===== src/rtl/arith_share_arb.sv =====
// arith_share_arb: round-robin arbiter sharing one registered N-bit adder
// among R requesters. Results leave through a valid/ready output stage,
// tagged with the requester index. A saturating counter tracks accepted
// results whose carry-out was set.
module arith_share_arb #(
    parameter int N   = 4,
    parameter int R   = 4,
    parameter int IDW = $clog2(R)
) (
    input  logic           clk,
    input  logic           rst_n,
    input  logic [R-1:0]   req_in,
    input  logic [R*N-1:0] a_in,
    input  logic [R*N-1:0] b_in,
    output logic [R-1:0]   gnt_out,
    input  logic           ready_in,
    output logic           valid_out,
    output logic [N-1:0]   sum_out,
    output logic           carry_out,
    output logic [IDW-1:0] id_out,
    output logic [7:0]     ovf_cnt_out
);

    typedef enum logic {
        S_EMPTY = 1'b0,
        S_FULL  = 1'b1
    } state_t;

    state_t         r_state;
    state_t         w_state_next;
    logic [IDW-1:0] r_ptr;
    logic [N-1:0]   r_sum;
    logic           r_carry;
    logic [IDW-1:0] r_id;
    logic [7:0]     r_ovf_cnt;

    logic           w_valid;
    logic           w_slot_free;
    logic           w_accept;
    logic           w_grant;
    logic [IDW-1:0] w_gnt_idx;
    logic [N-1:0]   w_a;
    logic [N-1:0]   w_b;
    logic [N:0]     w_add;
    logic [IDW-1:0] w_ptr_next;
    int             w_idx;

    assign w_valid     = (r_state == S_FULL);
    // The output slot can take a new result if it is empty or being drained now.
    assign w_slot_free = !w_valid || ready_in;
    assign w_accept    = w_valid && ready_in;

    // Round-robin search: first requester at or after the pointer, wrapping modulo R.
    always_comb begin
        w_grant   = 1'b0;
        w_gnt_idx = '0;
        w_idx     = 0;
        if (rst_n && w_slot_free) begin
            for (int k = 0; k < R; k++) begin
                w_idx = (int'(r_ptr) + k) % R;
                if (!w_grant && req_in[w_idx]) begin
                    w_grant   = 1'b1;
                    w_gnt_idx = IDW'(w_idx);
                end
            end
        end
    end

    // One-hot grant decode; all zero when no grant is issued.
    generate
        for (genvar gi = 0; gi < R; gi++) begin : g_gnt
            assign gnt_out[gi] = w_grant && (w_gnt_idx == IDW'(gi));
        end
    endgenerate

    // The single shared adder, kept at full N+1 width so the carry survives.
    assign w_a   = a_in[w_gnt_idx*N +: N];
    assign w_b   = b_in[w_gnt_idx*N +: N];
    assign w_add = {1'b0, w_a} + {1'b0, w_b};

    assign w_ptr_next = (w_gnt_idx == IDW'(R - 1)) ? '0 : w_gnt_idx + 1'b1;

    // Output-stage control state register.
    always_ff @(posedge clk) begin
        if (!rst_n) begin
            r_state <= S_EMPTY;
        end else begin
            r_state <= w_state_next;
        end
    end

    // Next state: a grant always fills the slot; an accept without a grant empties it.
    always_comb begin
        w_state_next = r_state;
        case (r_state)
            S_EMPTY: begin
                if (w_grant) begin
                    w_state_next = S_FULL;
                end
            end
            S_FULL: begin
                if (w_grant) begin
                    w_state_next = S_FULL;
                end else if (ready_in) begin
                    w_state_next = S_EMPTY;
                end
            end
            default: w_state_next = S_EMPTY;
        endcase
    end

    // Result register and priority pointer; both move only on a grant.
    always_ff @(posedge clk) begin
        if (!rst_n) begin
            r_sum   <= '0;
            r_carry <= 1'b0;
            r_id    <= '0;
            r_ptr   <= '0;
        end else if (w_grant) begin
            r_sum   <= w_add[N-1:0];
            r_carry <= w_add[N];
            r_id    <= w_gnt_idx;
            r_ptr   <= w_ptr_next;
        end
    end

    // Saturating count of accepted results that carried out.
    always_ff @(posedge clk) begin
        if (!rst_n) begin
            r_ovf_cnt <= '0;
        end else if (w_accept && r_carry && (r_ovf_cnt != 8'hFF)) begin
            r_ovf_cnt <= r_ovf_cnt + 8'd1;
        end
    end

    assign valid_out   = w_valid;
    assign sum_out     = r_sum;
    assign carry_out   = r_carry;
    assign id_out      = r_id;
    assign ovf_cnt_out = r_ovf_cnt;

endmodule

===== config.mk =====
export PLATFORM = sky130hd
export DESIGN_NAME = arith_share_arb
export DESIGN_NICKNAME = d
export VERILOG_FILES = /design/src/rtl/arith_share_arb.sv
export SDC_FILE = /design/constraint.sdc
export NUM_CORES = 1
export LEC_CHECK = 0
export BUFFER_PORTS_ARGS = -buffer_cell sky130_fd_sc_hd__buf_2
export CAP_MARGIN = 20
export CORE_ASPECT_RATIO = 0.9
export CORE_MARGIN = 2
export CORE_UTILIZATION = 47
export CTS_CLUSTER_SIZE = 24
export DETAILED_ROUTE_END_ITERATION = 7
export HOLD_SLACK_MARGIN = 0.02
export PLACE_DENSITY = 0.84
export SYNTH_ARGS = -nofsm -noshare
export SYNTH_HDL_FRONTEND = slang
export SYNTH_SLANG_ARGS = --single-unit

===== constraint.sdc =====
create_clock -name clk -period 3.1 [get_ports clk]
set_input_delay 0.62 -clock clk [delete_from_list [all_inputs] [get_ports clk]]
set_output_delay 0.62 -clock clk [all_outputs]
set_load 0.02 [all_outputs]

Word level (Yosys, flattened, before mapping) --
Cells that the tools add are included. W data, S select, Z words.
Word-level totals: memories kept 0, latch bits 0, bits in read-only memories 0, register bits 18, bits in writable memories 0, output and inout bits 20
Cells by class: add/subtract/negate cells 6, magnitude comparators 4, multiplexer cells 29, reduce and logical (&&, ||, !) cells 20, shift operators 2, equality and inequality tests 4, bitwise gates (word level) 4, multiply operators 0, div/mod/pow operators 0
Operators by type and width (count):
- $shiftx A16 B5 Y4 | 2
- $mux W1 | 18
- $lt A3 B4 Y1 const B | 3
- $mux W2 | 6
- $logic_and A1 B1 Y1 | 11
- $add A8 B1 Y8 const B | 1
- $bmux W1 S2 | 4
- $ne A8 B8 Y1 const B | 1
- $reduce_or A2 Y1 | 3
- $add A4 B4 Y5 | 1
- $add A2 B1 Y2 const B | 2
- $add A2 B2 Y2 const B | 2
- $eq A2 B2 Y1 const B | 2
- $logic_not A1 Y1 | 4
- $and A1 B1 Y1 const A | 3
- $lt A2 B3 Y1 const B | 1
- $eq A2 B1 Y1 const B | 1
- $logic_not A2 Y1 | 1
- $pmux W1 S2 | 1
- $logic_or A1 B1 Y1 | 1
- $not A1 Y1 | 1

Depth between registers and ports, before layout --
Gate-level depths: netlist of the first run.
word-level depth 19, depth in mapped cells 13, mapped depth without buffers 12

Worst setup path before layout of the first run --
No wires, ideal clock.
path kind in2reg, start point input port req_in[0], end point register r_carry, in the netlist carry_out, library setup time 70 ps, setup slack 322 ps, arrival time 2708 ps, required time 3030 ps, stages on the path 13, buffers on the path 1, path through nand2b_1 a21oi_1 o21ai_0 a221oi_2 buf_6 mux2i_1 ha_1 inv_1 fa_1 inv_1 a21o_1 a21oi_1 a21oi_1
Between the ends: word-level cells in the longest chain between the ends 18, elaborated cells on any way between the ends 33, classes of those cells 1 x add/sub; 2 x shift; 24 x mux; 6 x reduce/logical
Ends and longest elaborated chain:
- start, declared | RTL line 12 | input logic [R-1:0] req_in,
- $bmux W1 S2 | RTL line 61 | if (!w_grant && req_in[w_idx]) begin
- $mux W1 (not written as such) | RTL line 61
- $mux W1 | RTL line 61
- $mux W1 | RTL line 58 | if (rst_n && w_slot_free) begin
- $logic_not A1 Y1 | RTL line 61
- $logic_and A1 B1 Y1 | RTL line 61
- $mux W1 | RTL line 61
- $mux W1 | RTL line 58
- (+3 left out)
- $mux W1 | RTL line 58
- $logic_not A1 Y1 | RTL line 61
- $logic_and A1 B1 Y1 | RTL line 61
- $mux W2 * | RTL line 61
- $mux W2 * | RTL line 58
- net w_gnt_idx[1] | RTL line 41 | logic [IDW-1:0] w_gnt_idx;
- $shiftx A16 B5 Y4, on equally long branches | RTL line 77, 78
- $add A4 B4 Y5 * | RTL line 79 | assign w_add = {1'b0, w_a} + {1'b0, w_b};
- end signal, assigned | RTL line 121 | r_carry <= w_add[N];
- end, declared | RTL line 33 | logic r_carry;
Mark *: on every way through the listed nets, which the timed path passes. The rest lies on a longest branch. The select of a mux whose other input is x is not followed. A chain may end at the register's enable or synchronous reset.

Worst setup path after layout of the first run --
start point input port req_in[0], end point output port gnt_out[1]
Between the ends: word-level cells in the longest chain between the ends 18, elaborated cells on any way between the ends 32, classes of those cells 1 x eq/ne; 24 x mux; 7 x reduce/logical
Ends and longest elaborated chain:
- $bmux W1 S2 | RTL line 61
- $mux W1 (not written as such) | RTL line 61
- $mux W1 | RTL line 61
- $mux W1 | RTL line 58
- $logic_not A1 Y1 | RTL line 61
- $logic_and A1 B1 Y1 | RTL line 61
- $mux W1 | RTL line 61
- $mux W1 | RTL line 58
- (+2 left out)
- $mux W1 | RTL line 61
- $mux W1 | RTL line 58
- $logic_not A1 Y1 | RTL line 61
- $logic_and A1 B1 Y1 | RTL line 61
- $mux W2 | RTL line 61
- $mux W2 | RTL line 58
- $eq A2 B1 Y1 | RTL line 72 | assign gnt_out[gi] = w_grant && (w_gnt_idx == IDW'(gi));
- $logic_and A1 B1 Y1 * | RTL line 72
- end, declared | RTL line 15 | output logic [R-1:0] gnt_out,
Every way passes the cells marked *; elsewhere a longest branch is shown, timed or not. The select of a mux whose other input is x is not followed.

==> qor.json, run 1 <==
{
  "design.final.nets": 257,
  "grt_use_met1_pct": 23.5,
  "rsz0062_at_grt": "no",
  "die_width_um": 59.8,
  "timing.max_slew.rel_slack_pct": 58.1,
  "antenna_found_initial": 0,
  "worst_hold_path_type": "flop to flop",
  "detail_route.iter0.violations": 29,
  "grt_pass1_wl_mm": 4.42,
  "areaGrowthSynthToFinish_pct": 28.2,
  "grt_start_max_net_pins": 22,
  "critical_path.startpoint": "req_in[0]",
  "drv.max_cap_violation_count": 0,
  "crit_path_max_incr_delay_ns": 0.35,
  "critical_path_arrival_ns": 2.21,
  "critical_path.max_fanout": 14,
  "async_reset_ff_share_pct": 0,
  "dr.pass1.iters": 4,
  "dominant_delay_contributor_by_cell_family_on_the_critical_path": "compound AO/OA/AOI/OAI gates",
  "netlist_instances": 147,
  "result_of_the_run": "finished clean",
  "yosysWarnings": 0,
  "root_buffer": "sky130_fd_sc_hd__clkbuf_4",
  "mappedNetlistNets": 196,
  "htreeDepth": 1,
  "syn_avg_cell_area_um2": 8.95,
  "netlist.area_leader.share_pct": 27.4,
  "worst_pin_slew_ns": 0.625,
  "fp.dieArea_mm2": 0.00324,
  "insertion_delay_ns": 0.29,
  "detail_route.wirelength_mm": 2.67,
  "timing.setup.critical_path_class": "input port to primary output",
  "inst_count_dp": 233,
  "synth_enable_flop_cells": 0,
  "tritoncts": "yes",
  "grt_util_met3_pct": 4.57,
  "startpoint_type": "input port",
  "top_level_ports": 59,
  "peak_freq_mhz": 353,
  "detail_route.vias_per_cell": 5.22,
  "via_count": 1231,
  "power.static_leakage_nw": 0.782,
  "fin_cells": 236,
  "synthTopCellsByArea": "sky130_fd_sc_hd__dfxtp_1 27%, sky130_fd_sc_hd__mux2i_1 19%, sky130_fd_sc_hd__ha_1 8.6%",
  "met2_usage_pct": 29.2,
  "setup_viol_count_final": 0,
  "cts.repair_timing.setup_buffer_count": 0,
  "critPathRequiredTime_ns": 2.48,
  "holdCritStartpoint": "sum_out[0]",
  "pwr_density_cell_mw_per_mm2": 373,
  "period_share_pct": 91.4,
  "cts.repair.resized": 0,
  "fin_crit_ns": 2.83,
  "vias_in_the_first_global_route": 1050,
  "critical_path.endpoint_type": "primary output",
  "design.core.area_mm2": 0.00270,
  "worst-path-buf-inv": 4,
  "cts_sinks": 18,
  "slew_viol_final": 0,
  "cp_slowest_cell": "sky130_fd_sc_hd__a221oi_2",
  "layout-drive-gt1-share_pct": 35.0,
  "buffer_ports.inserted": 58,
  "ys_seq_elements": 18,
  "dp.final_hpwl_mm": 2.19,
  "die_height_um": 54.2,
  "clk_pin_slew_ns": 0.09,
  "final_hold_viol_count": 0,
  "global_routing_usage_summed_across_all_routing_layers_pct": 17.8,
  "synth_largest_area_cell": "sky130_fd_sc_hd__dfxtp_1",
  "dominant_register_cell_in_the_synthesized_netlist": "sky130_fd_sc_hd__dfxtp_1",
  "critPathMostFrequentCell": "sky130_fd_sc_hd__buf_2",
  "max-clock-path-buffers": 2,
  "netlist_area_mm2": 0.00132,
  "grt_busiest_layer": "met2",
  "crit_path_cell_trace": "buf_2 -> nand2b_1 -> a21oi_1 -> o21ai_0 -> a221oi_2 -> buf_12 -> inv_1 -> ha_1 -> and2_1 -> buf_2",
  "antenna_cells_inserted": 0,
  "place_congestion": 0.797,
  "cts_buffers": 3,
  "route.antenna.remaining_nets": 0,
  "yosysUniqueCellTypes": 36,
  "power.ir.vdd_worst_mv": 0.273,
  "timing.clock.skew_ns": 0.00172,
  "num_rows": 18,
  "globalRouteOverflowTotal": 0,
  "routed_wire_length_per_instance_um": 11.3,
  "initial_utilization_pct": 48.7,
  "final.setup.tns_ns": 0,
  "launch_instance_of_the_worst_register_to_register_path": "r_ptr[0]",
  "synth_sequential_area_ratio_pct": 27.4,
  "drc_errors": 0,
  "cts.hold.buffers_added": 0
}
-- area by class of cell --
type | count | area, µm²
Tap cell | 30 | 37.5
Multi-Input combinational cell | 114 | 886
Sequential cell | 18 | 360
Inverter | 9 | 33.8
Clock buffer | 3 | 22.5
Timing Repair Buffer | 62 | 345
Fill cell | 250 | 1020
-- kinds of logic after synthesis --
group | share of synthesized area [%]
compound gates | 12.7
buf+inv | 5.80
mux | 20.7
simple gates | 17.9
fa+ha+maj | 10.1
xor+xnor | 5.33
flops | 27.4
-- cells in the final DEF (no fill, tap or decap), types with 3 or more instances in the layout --
cell / n
sky130_fd_sc_hd__xnor2_1: 5
sky130_fd_sc_hd__clkbuf_4: 3
sky130_fd_sc_hd__buf_2: 58
sky130_fd_sc_hd__ha_1: 9
sky130_fd_sc_hd__a21oi_1: 8
sky130_fd_sc_hd__and2_1: 4
sky130_fd_sc_hd__o21ai_0: 6
sky130_fd_sc_hd__nor3_1: 3
sky130_fd_sc_hd__nand3_1: 7
sky130_fd_sc_hd__mux2i_1: 25
sky130_fd_sc_hd__inv_1: 9
sky130_fd_sc_hd__nand2b_1: 3
sky130_fd_sc_hd__nand2_1: 7
sky130_fd_sc_hd__nor2_1: 13
sky130_fd_sc_hd__dfxtp_1: 18
sky130_fd_sc_hd__xor2_1: 3
-- flip-flops by register name, summed over array words and instances, names as in the netlist --
register     flops
sum_out          4
id_out           2
ovf_cnt_out      8
carry_out        1
valid_out        1
r_ptr            2
-- final timing paths --
kind | end | slack [ns] | cells past startpoint
min reg2reg | sum_out[0] | 0.46 | 2
min | sum_out[0] | 0.46 | 2
max | gnt_out[1] | 0.27 | 10
max reg2reg | carry_out | 0.58 | 13
-- stage by stage --
step | hold WS, ns | power [W] | setup slack, ns | area [µm²] | utilization [%]
2_1_floorplan | 0.494 | 0.000444 | 0.322 | 1320 | -
3_3_place_gp | 0.442 | 0.000521 | 0.199 | 1660 | 61.5
3_5_place_dp | 0.448 | 0.000525 | 0.115 | 1660 | 61.5
4_1_cts | 0.463 | 0.000639 | 0.261 | 1690 | 62.4
5_1_grt | 0.499 | 0.000681 | 0.162 | 1690 | 62.4
6_report | 0.459 | 0.000629 | 0.267 | 1690 | 62.4
-- report_power, final --
group	total (W)	internal (W)	switching [W]
Clock	0.000111	0.0000452	0.0000658
Sequential	0.000268	0.000253	0.0000152
Combinational	0.000249	0.000117	0.000133
-- synth_stat cells, drive strengths merged, types with 2 or more instances --
cell type,instances
xnor2,5
o21ai,7
and2,4
a211oi,2
nor3,3
dfxtp,18
o221ai,2
nand3b,2
a21o,2
mux2i,25
nand2,7
ha,9
xor2,3
nand2b,3
clkbuf,2
nand3,7
a21oi,8
inv,9
buf,4
nor2,13
mux2,2
-- metal layers --
metal	share of wire (%)	routed length, µm
met5	0	0
met4	0.45	12
met3	4.7	124
met2	48	1290
met1	46	1240
-- worst register-to-register path: stages (launching register included) --
cell	delay [ns]
sky130_fd_sc_hd__dfxtp_1	0.45
sky130_fd_sc_hd__nand3b_1	0.13
sky130_fd_sc_hd__o21ai_0	0.09
sky130_fd_sc_hd__nand2b_1	0.09
sky130_fd_sc_hd__a221oi_2	0.32
sky130_fd_sc_hd__buf_12	0.19
sky130_fd_sc_hd__mux2i_1	0.21
sky130_fd_sc_hd__ha_1	0.18
sky130_fd_sc_hd__inv_1	0.05
sky130_fd_sc_hd__fa_1	0.39
sky130_fd_sc_hd__inv_1	0.07
sky130_fd_sc_hd__a21o_1	0.10
sky130_fd_sc_hd__a21oi_1	0.06
sky130_fd_sc_hd__a21oi_1	0.13
(Power assumes the default switching activity.)
==> inputs of run 2 (changes only) <==
--- a/config.mk
+++ b/config.mk
@@ -9,11 +9,11 @@
 export CAP_MARGIN = 20
 export CORE_ASPECT_RATIO = 0.9
 export CORE_MARGIN = 2
-export CORE_UTILIZATION = 47
+export CORE_UTILIZATION = 42
 export CTS_CLUSTER_SIZE = 24
 export DETAILED_ROUTE_END_ITERATION = 7
 export HOLD_SLACK_MARGIN = 0.02
-export PLACE_DENSITY = 0.84
+export PLACE_DENSITY = 0.79
 export SYNTH_ARGS = -nofsm -noshare
 export SYNTH_HDL_FRONTEND = slang
 export SYNTH_SLANG_ARGS = --single-unit
==> constraint.sdc (replaced) <==
create_clock -name clk -period 2.35 [get_ports clk]
set_input_delay 0.47 -clock clk [delete_from_list [all_inputs] [get_ports clk]]
set_output_delay 0.47 -clock clk [all_outputs]
set_load 0.02 [all_outputs]
==> qor.json, run 2 (synthesis results as in run 1) <==
{
  "clk_pin_slew": {"value": 0.09, "unit": "ns", "change": "about the same"},
  "critical_path_arrival": {"value": 2.80, "unit": "ns", "change": "+0.59 ns"},
  "layout-drive-gt1-share": {"value": 54.7, "unit": "%", "change": "+20 points"},
  "hold-worst-slack": {"value": 0.457, "unit": "ns", "change": "-0.00211 ns"},
  "inst_count_dp": {"value": 259, "change": "+11%"},
  "crit_path_max_incr_delay": {"value": 0.36, "unit": "ns", "change": "about the same"},
  "fp.dieArea": {"value": 0.00360, "unit": "mm²", "change": "+11%"},
  "buffer_ports.inserted": {"value": 58, "change": "unchanged"},
  "num_rows": {"value": 19, "change": "+1"},
  "worst_pin_slew": {"value": 0.615, "unit": "ns", "change": "-0.00953 ns"},
  "fin_cells": {"value": 274, "change": "+16%"},
  "critPathRequiredTime": {"value": 2.57, "unit": "ns", "change": "+0.09 ns"},
  "peak_freq_mhz": 389,
  "failed_checks": "setup timing",
  "rsz0062_at_grt": "yes",
  "place_congestion": {"value": 0.771, "change": "-3.3%"},
  "max-clock-path-buffers": {"value": 2, "change": "unchanged"},
  "result_of_the_run": "complete, but fails checks",
  "largest_reg_flops": {"value": 8, "change": "unchanged"},
  "tritoncts": "yes",
  "dominant_delay_contributor_by_cell_family_on_the_critical_path": "compound AO/OA/AOI/OAI gates",
  "worst_hold_path_type": "flop to flop",
  "cts_sinks": {"value": 18, "change": "unchanged"},
  "via_count": {"value": 1369, "change": "+11%"},
  "final_hold_viol_count": {"value": 0, "change": "unchanged"},
  "die_width": {"value": 63.0, "unit": "µm", "change": "+5.4%"},
  "period_share_pct": 109,
  "route.antenna.remaining_nets": {"value": 0, "change": "unchanged"},
  "critical_path.endpoint_type": "flop",
  "areaGrowthSynthToFinish_pct": 60.7,
  "cts.hold.buffers_added": {"value": 0, "change": "unchanged"},
  "timing.max_slew.rel_slack": {"value": 58.7, "unit": "%", "change": "+0.64 points"},
  "pwr_density_cell": {"value": 467, "unit": "mW/mm²", "change": "+25%"},
  "top_level_ports": {"value": 59, "change": "unchanged"},
  "die_height": {"value": 57.1, "unit": "µm", "change": "+5.4%"},
  "layout.core_utilization": {"value": 70.0, "unit": "%", "change": "+7.6 points"},
  "detail_route.iter0.violations": {"value": 21, "change": "-28%"},
  "slew_viol_final": {"value": 0, "change": "unchanged"},
  "detail_route.wirelength": {"value": 3.82, "unit": "mm", "change": "+43%"},
  "final_common_cell": "sky130_fd_sc_hd__buf_2",
  "worst-path-buf-inv": {"value": 7, "change": "+3"},
  "setup_viol_count_final": {"value": 8, "change": "+8"},
  "timing.setup.critical_path_class": "input port to flop",
  "antenna_cells_inserted": {"value": 0, "change": "unchanged"},
  "critical_path.max_fanout": {"value": 6, "change": "-8"},
  "insertion_delay": {"value": 0.29, "unit": "ns", "change": "about the same"},
  "dr.pass1.iters": {"value": 4, "change": "unchanged"},
  "drc_errors": {"value": 0, "change": "unchanged"},
  "final_ws_setup": {"value": -0.223, "unit": "ns", "change": "-0.490 ns"},
  "layout_common_cells": "51 x sky130_fd_sc_hd__buf_2, 26 x sky130_fd_sc_hd__buf_4, 22 x sky130_fd_sc_hd__mux2i_1",
  "design.final.nets": {"value": 283, "change": "+10%"},
  "detail_route.vias_per_cell": {"value": 5.00, "change": "-4.2%"},
  "power.ir.vdd_worst": {"value": 0.300, "unit": "mV", "change": "+9.8%"},
  "routed_wire_length_per_instance": {"value": 13.9, "unit": "µm", "change": "+23%"},
  "dp.final_hpwl": {"value": 2.43, "unit": "mm", "change": "+11%"},
  "timing.clock.skew": {"value": 0.00199, "unit": "ns", "change": "+0.000271 ns"},
  "global_routing_usage_summed_across_all_routing_layers": {"value": 18.6, "unit": "%", "change": "+0.76 points"},
  "startpoint_type": "input port",
  "cts_buffers": {"value": 3, "change": "unchanged"},
  "grt_start_max_net_pins": {"value": 13, "change": "-41%"},
  "crit_path_cell_trace": "buf_4 -> inv_2 -> buf_4 -> a21oi_2 -> o21ai_1 -> a221oi_2 -> buf_4 -> buf_12 -> mux2i_2 -> ha_2 -> inv_2 -> fa_2 -> inv_2 -> a21o_1 -> a21oi_2 -> a21oi_1",
  "fin_crit_ns": 2.57,
  "globalRouteOverflowTotal": {"value": 0, "change": "unchanged"},
  "vias_in_the_first_global_route": {"value": 1251, "change": "+19%"},
  "cp_slowest_cell": "sky130_fd_sc_hd__fa_2",
  "design.core.area": {"value": 0.00302, "unit": "mm²", "change": "+12%"},
  "initial_utilization": {"value": 43.6, "unit": "%", "change": "-5.1 points"},
  "htreeDepth": {"value": 1, "change": "unchanged"},
  "grt_pass1_wl": {"value": 5.40, "unit": "mm", "change": "+22%"},
  "antenna_found_initial": {"value": 0, "change": "unchanged"},
  "root_buffer": "sky130_fd_sc_hd__clkbuf_4",
  "drv.max_cap_violation_count": {"value": 0, "change": "unchanged"},
  "power.static_leakage": {"value": 0.957, "unit": "nW", "change": "+22%"}
}
-- run 2: changes by cell type in the layout (fill, tap and decap cells not counted), sizes merged --
cell and delta:
buf +25, clkbuf +1
-- run 2: timing repair --
item,CTS,global route
resized for setup,24,21
setup buffers,6,5
pin swaps,6,4
endpoints found under the setup margin,8,8
gates cloned,0,1
-- run 2: worst min-delay path: cells and delay by family (launching register included) --
family	cells	cell delay, ns
AND/OR/NAND/NOR	2	0.11
flip-flops	1	0.32
-- run 2: final timing paths --
path	start	endpoint	slack, ns	cells after the start
setup / recovery	req_in[2]	carry_out	-0.22	16
hold / removal	sum_out[0]	sum_out[0]	0.46	2
setup reg to reg	r_ptr[0]	carry_out	-0.21	14
hold reg to reg	sum_out[0]	sum_out[0]	0.46	2
-- run 2: per-stage QoR --
step | setup TNS (ns) | power [W] | cell area, µm² | worst slack [ns]
after floorplan | -0.486 | 0.000596 | 1340 | -0.175
after global placement | -1.83 | 0.000735 | 1800 | -0.393
after detailed placement | -2.06 | 0.000740 | 1800 | -0.430
after CTS | -0.367 | 0.000931 | 1950 | -0.0863
after global routing | -1.97 | 0.00105 | 2110 | -0.307
final | -1.16 | 0.000988 | 2110 | -0.223
-- run 2: metal layers --
metal,wire (µm),vias up,GRT usage [%],share of wire [%]
met1,1620,630,24.0,42
met5,0,-,0,0
met4,78,0,5.71,2.0
met3,114,8,2.76,3.0
met2,2010,35,32.2,53
li1,-,696,-,-
-- run 2: area by class of cell --
class,count,area [µm²]
clock buffer,3,22.5
multi-input combinational,114,1020
fill,231,906
tap,42,52.6
timing repair buffer,88,614
inverter,9,36.3
sequential,18,365
-- run 2: power by group --
part / internal [W] / total (W) / switching (W)
clock: 0.0000596 / 0.000148 / 0.0000886
combinational: 0.000250 / 0.000483 / 0.000233
sequential: 0.000335 / 0.000356 / 0.0000210
total: 0.000645 / 0.000988 / 0.000342
==> inputs of run 3 (changes only) <==
--- a/config.mk
+++ b/config.mk
@@ -9,11 +9,12 @@
 export CAP_MARGIN = 20
 export CORE_ASPECT_RATIO = 0.9
 export CORE_MARGIN = 2
-export CORE_UTILIZATION = 42
+export CORE_UTILIZATION = 44
+export CTS_BUF_LIST = sky130_fd_sc_hd__clkbuf_4 sky130_fd_sc_hd__clkbuf_8
 export CTS_CLUSTER_SIZE = 24
 export DETAILED_ROUTE_END_ITERATION = 7
 export HOLD_SLACK_MARGIN = 0.02
-export PLACE_DENSITY = 0.79
+export PLACE_DENSITY = 0.82
 export SYNTH_ARGS = -nofsm -noshare
 export SYNTH_HDL_FRONTEND = slang
 export SYNTH_SLANG_ARGS = --single-unit
==> qor.json, run 3 (synthesis results as in run 1) <==
{
  "crit_path_max_incr_delay": {"value": 0.31, "unit": "ns", "change": "-0.05 ns"},
  "fp.dieArea": {"value": 0.00344, "unit": "mm²", "change": "-4.2%"},
  "worst-path-buf-inv": {"value": 6, "change": "-1"},
  "worst_hold_path_type": "flop to flop",
  "final_common_cell": "sky130_fd_sc_hd__buf_2",
  "root_buffer": "sky130_fd_sc_hd__clkbuf_4",
  "pwr_density_cell": {"value": 485, "unit": "mW/mm²", "change": "+3.7%"},
  "timing.reg2reg.setup_slack": {"value": -0.13, "unit": "ns", "change": "+0.08 ns"},
  "route.antenna.remaining_nets": {"value": 0, "change": "unchanged"},
  "initial_utilization": {"value": 47.1, "unit": "%", "change": "+3.5 points"},
  "detail_route.wirelength": {"value": 3.33, "unit": "mm", "change": "-13%"},
  "failed_checks": "setup timing",
  "insertion_delay": {"value": 0.29, "unit": "ns", "change": "about the same"},
  "global_routing_usage_summed_across_all_routing_layers": {"value": 19.2, "unit": "%", "change": "+0.59 points"},
  "via_count": {"value": 1371, "change": "+0.15%"},
  "final.setup.tns": {"value": -1.09, "unit": "ns", "change": "+0.0690 ns"},
  "grt_start_max_net_pins": {"value": 13, "change": "unchanged"},
  "timing.max_slew.rel_slack": {"value": 58.1, "unit": "%", "change": "-0.55 points"},
  "grt_pass1_wl": {"value": 5.15, "unit": "mm", "change": "-4.6%"},
  "dominant_delay_contributor_by_cell_family_on_the_critical_path": "buffers and inverters",
  "critical_path.endpoint_type": "primary output",
  "antenna_cells_inserted": {"value": 0, "change": "unchanged"},
  "cp_slowest_cell": "sky130_fd_sc_hd__a211oi_4",
  "worstSetupEndpoint": "gnt_out[2]",
  "fin_crit": {"value": 2.53, "unit": "ns", "change": "-0.0477 ns"},
  "power.ir.vdd_worst": {"value": 0.277, "unit": "mV", "change": "-7.4%"},
  "power.static_leakage": {"value": 0.950, "unit": "nW", "change": "-0.74%"},
  "critPathRequiredTime": {"value": 1.88, "unit": "ns", "change": "-0.69 ns"},
  "result_of_the_run": "complete, but fails checks",
  "vias_in_the_first_global_route": {"value": 1226, "change": "-2.0%"},
  "layout-drive-gt1-share": {"value": 51.9, "unit": "%", "change": "-2.8 points"},
  "clk_pin_slew": {"value": 0.10, "unit": "ns", "change": "about the same"},
  "cts_buffers": {"value": 3, "change": "unchanged"},
  "worst_pin_slew": {"value": 0.624, "unit": "ns", "change": "+0.00814 ns"},
  "die_width": {"value": 61.6, "unit": "µm", "change": "-2.2%"},
  "peak_freq": {"value": 396, "unit": "MHz", "change": "+1.9%"},
  "period_share": {"value": 107, "unit": "%", "change": "-2.0 points"},
  "critical_path.reg2reg.endpoint": "carry_out",
  "place_congestion": {"value": 0.798, "change": "+3.5%"},
  "final_ws_setup": {"value": -0.175, "unit": "ns", "change": "+0.0477 ns"},
  "rsz0062_at_grt": "yes",
  "dp.final_hpwl": {"value": 2.51, "unit": "mm", "change": "+3.1%"},
  "areaGrowthSynthToFinish_pct": 55.3,
  "die_height": {"value": 55.9, "unit": "µm", "change": "-2.1%"},
  "slew_viol_final": {"value": 0, "change": "unchanged"},
  "routed_wire_length_per_instance": {"value": 12.1, "unit": "µm", "change": "-13%"},
  "antenna_found_initial": {"value": 0, "change": "unchanged"},
  "detail_route.iter0.violations": {"value": 40, "change": "+90%"},
  "dr.pass1.iters": {"value": 4, "change": "unchanged"},
  "max-clock-path-buffers": {"value": 2, "change": "unchanged"},
  "launch_instance_of_the_worst_register_to_register_path": "r_ptr[1]",
  "layout_common_cells": "53 x sky130_fd_sc_hd__buf_2, 27 x sky130_fd_sc_hd__buf_4, 24 x sky130_fd_sc_hd__mux2i_1",
  "drc_errors": {"value": 0, "change": "unchanged"},
  "post_placement_worst_setup_slack": {"value": -0.466, "unit": "ns", "change": "-0.0361 ns"},
  "hold-worst-slack": {"value": 0.457, "unit": "ns", "change": "-0.000565 ns"},
  "design.final.nets": {"value": 285, "change": "+0.71%"},
  "detail_route.vias_per_cell": {"value": 4.99, "change": "-0.22%"},
  "globalRouteOverflowTotal": {"value": 0, "change": "unchanged"},
  "tritoncts": "yes",
  "critical_path.startpoint": "req_in[2]",
  "final_hold_viol_count": {"value": 0, "change": "unchanged"},
  "critical_path_arrival": {"value": 2.06, "unit": "ns", "change": "-0.74 ns"},
  "htreeDepth": {"value": 1, "change": "unchanged"},
  "drv.max_cap_violation_count": {"value": 0, "change": "unchanged"},
  "setup_viol_count_final": {"value": 8, "change": "unchanged"},
  "timing.setup.critical_path_class": "input port to primary output",
  "num_rows": {"value": 18, "change": "-1"},
  "top_level_ports": {"value": 59, "change": "unchanged"},
  "critical_path_cell_count": {"value": 10, "change": "-6"},
  "design.core.area": {"value": 0.00279, "unit": "mm²", "change": "-7.5%"},
  "buffer_ports.inserted": {"value": 58, "change": "unchanged"},
  "crit_path_cell_trace": "buf_2 -> inv_1 -> o221ai_1 -> a211oi_4 -> buf_12 -> buf_4 -> inv_1 -> ha_1 -> and2_1 -> buf_4",
  "cts_sinks": {"value": 18, "change": "unchanged"},
  "startpoint_type": "input port",
  "critical_path.max_fanout": {"value": 10, "change": "+4"},
  "largest_reg_flops": {"value": 8, "change": "unchanged"},
  "worstRegToRegCells": {"value": 14, "change": "unchanged"},
  "holdCritStartpoint": "sum_out[0]",
  "timing.clock.skew": {"value": 0.000679, "unit": "ns", "change": "-0.00131 ns"}
}
[run 3: area by class of cell]
| class | count | area [µm²] |
|---|---|---|
| flip-flops and latches | 18 | 367 |
| repair buffers | 90 | 589 |
| well taps | 40 | 50.0 |
| fillers | 217 | 751 |
| inverters | 9 | 36.3 |
| clock buffers | 4 | 36.3 |
| multi-input cells | 114 | 963 |
[run 3: power breakdown]
| part | internal [W] | switching (W) | total (W) |
|---|---|---|---|
| combinational | 0.000230 | 0.000211 | 0.000441 |
| clock | 0.0000945 | 0.0000975 | 0.000192 |
| sequential | 0.000336 | 0.0000214 | 0.000357 |
[run 3: how the worst min path moves through the flow]
stage,endpoint,slack (ns),depth (start not counted)
after global placement,sum_out[0],0.44,2
final,sum_out[0],0.46,2
after CTS,sum_out[0],0.46,2
after detailed placement,sum_out[0],0.45,2
after floorplan,r_ptr[1],0.50,2
after global routing,sum_out[0],0.48,2
[run 3: routing by layer]
layer	routed length (µm)	global-route usage [%]	vias up
li1	-	-	695
met1	1450	24.5	628
met2	1700	32.9	42
met3	140	2.79	6
met4	47	4.56	0
met5	0	0	-
[run 3: worst reg2reg max path, delay by kind of cell, from the launching register on]
family	cells	cell delay (ns)
flops	1	0.35
compound gates	5	0.66
fa+ha+maj	2	0.59
mux	1	0.19
simple gates	2	0.26
buf+inv	4	0.38
[run 3: repair_timing]
action / 4_1_cts / 5_1_grt
pin swaps: 6 / 5
hold buffers: 0 / 0
endpoints found under the setup margin: 8 / 8
setup buffers: 4 / 3
gates resized for setup: 19 / 15
hold endpoints to repair: 0 / 0
[run 3: per-stage QoR]
stage	area [µm²]	total power, W	instances	util, %
final	2040	0.000990	275	73.1
after detailed placement	1840	0.000752	264	65.9
after global routing	2040	0.00105	275	73.1
after floorplan	1340	0.000596	147	-
after global placement	1840	0.000741	264	65.9
after CTS	1960	0.000963	272	70.3
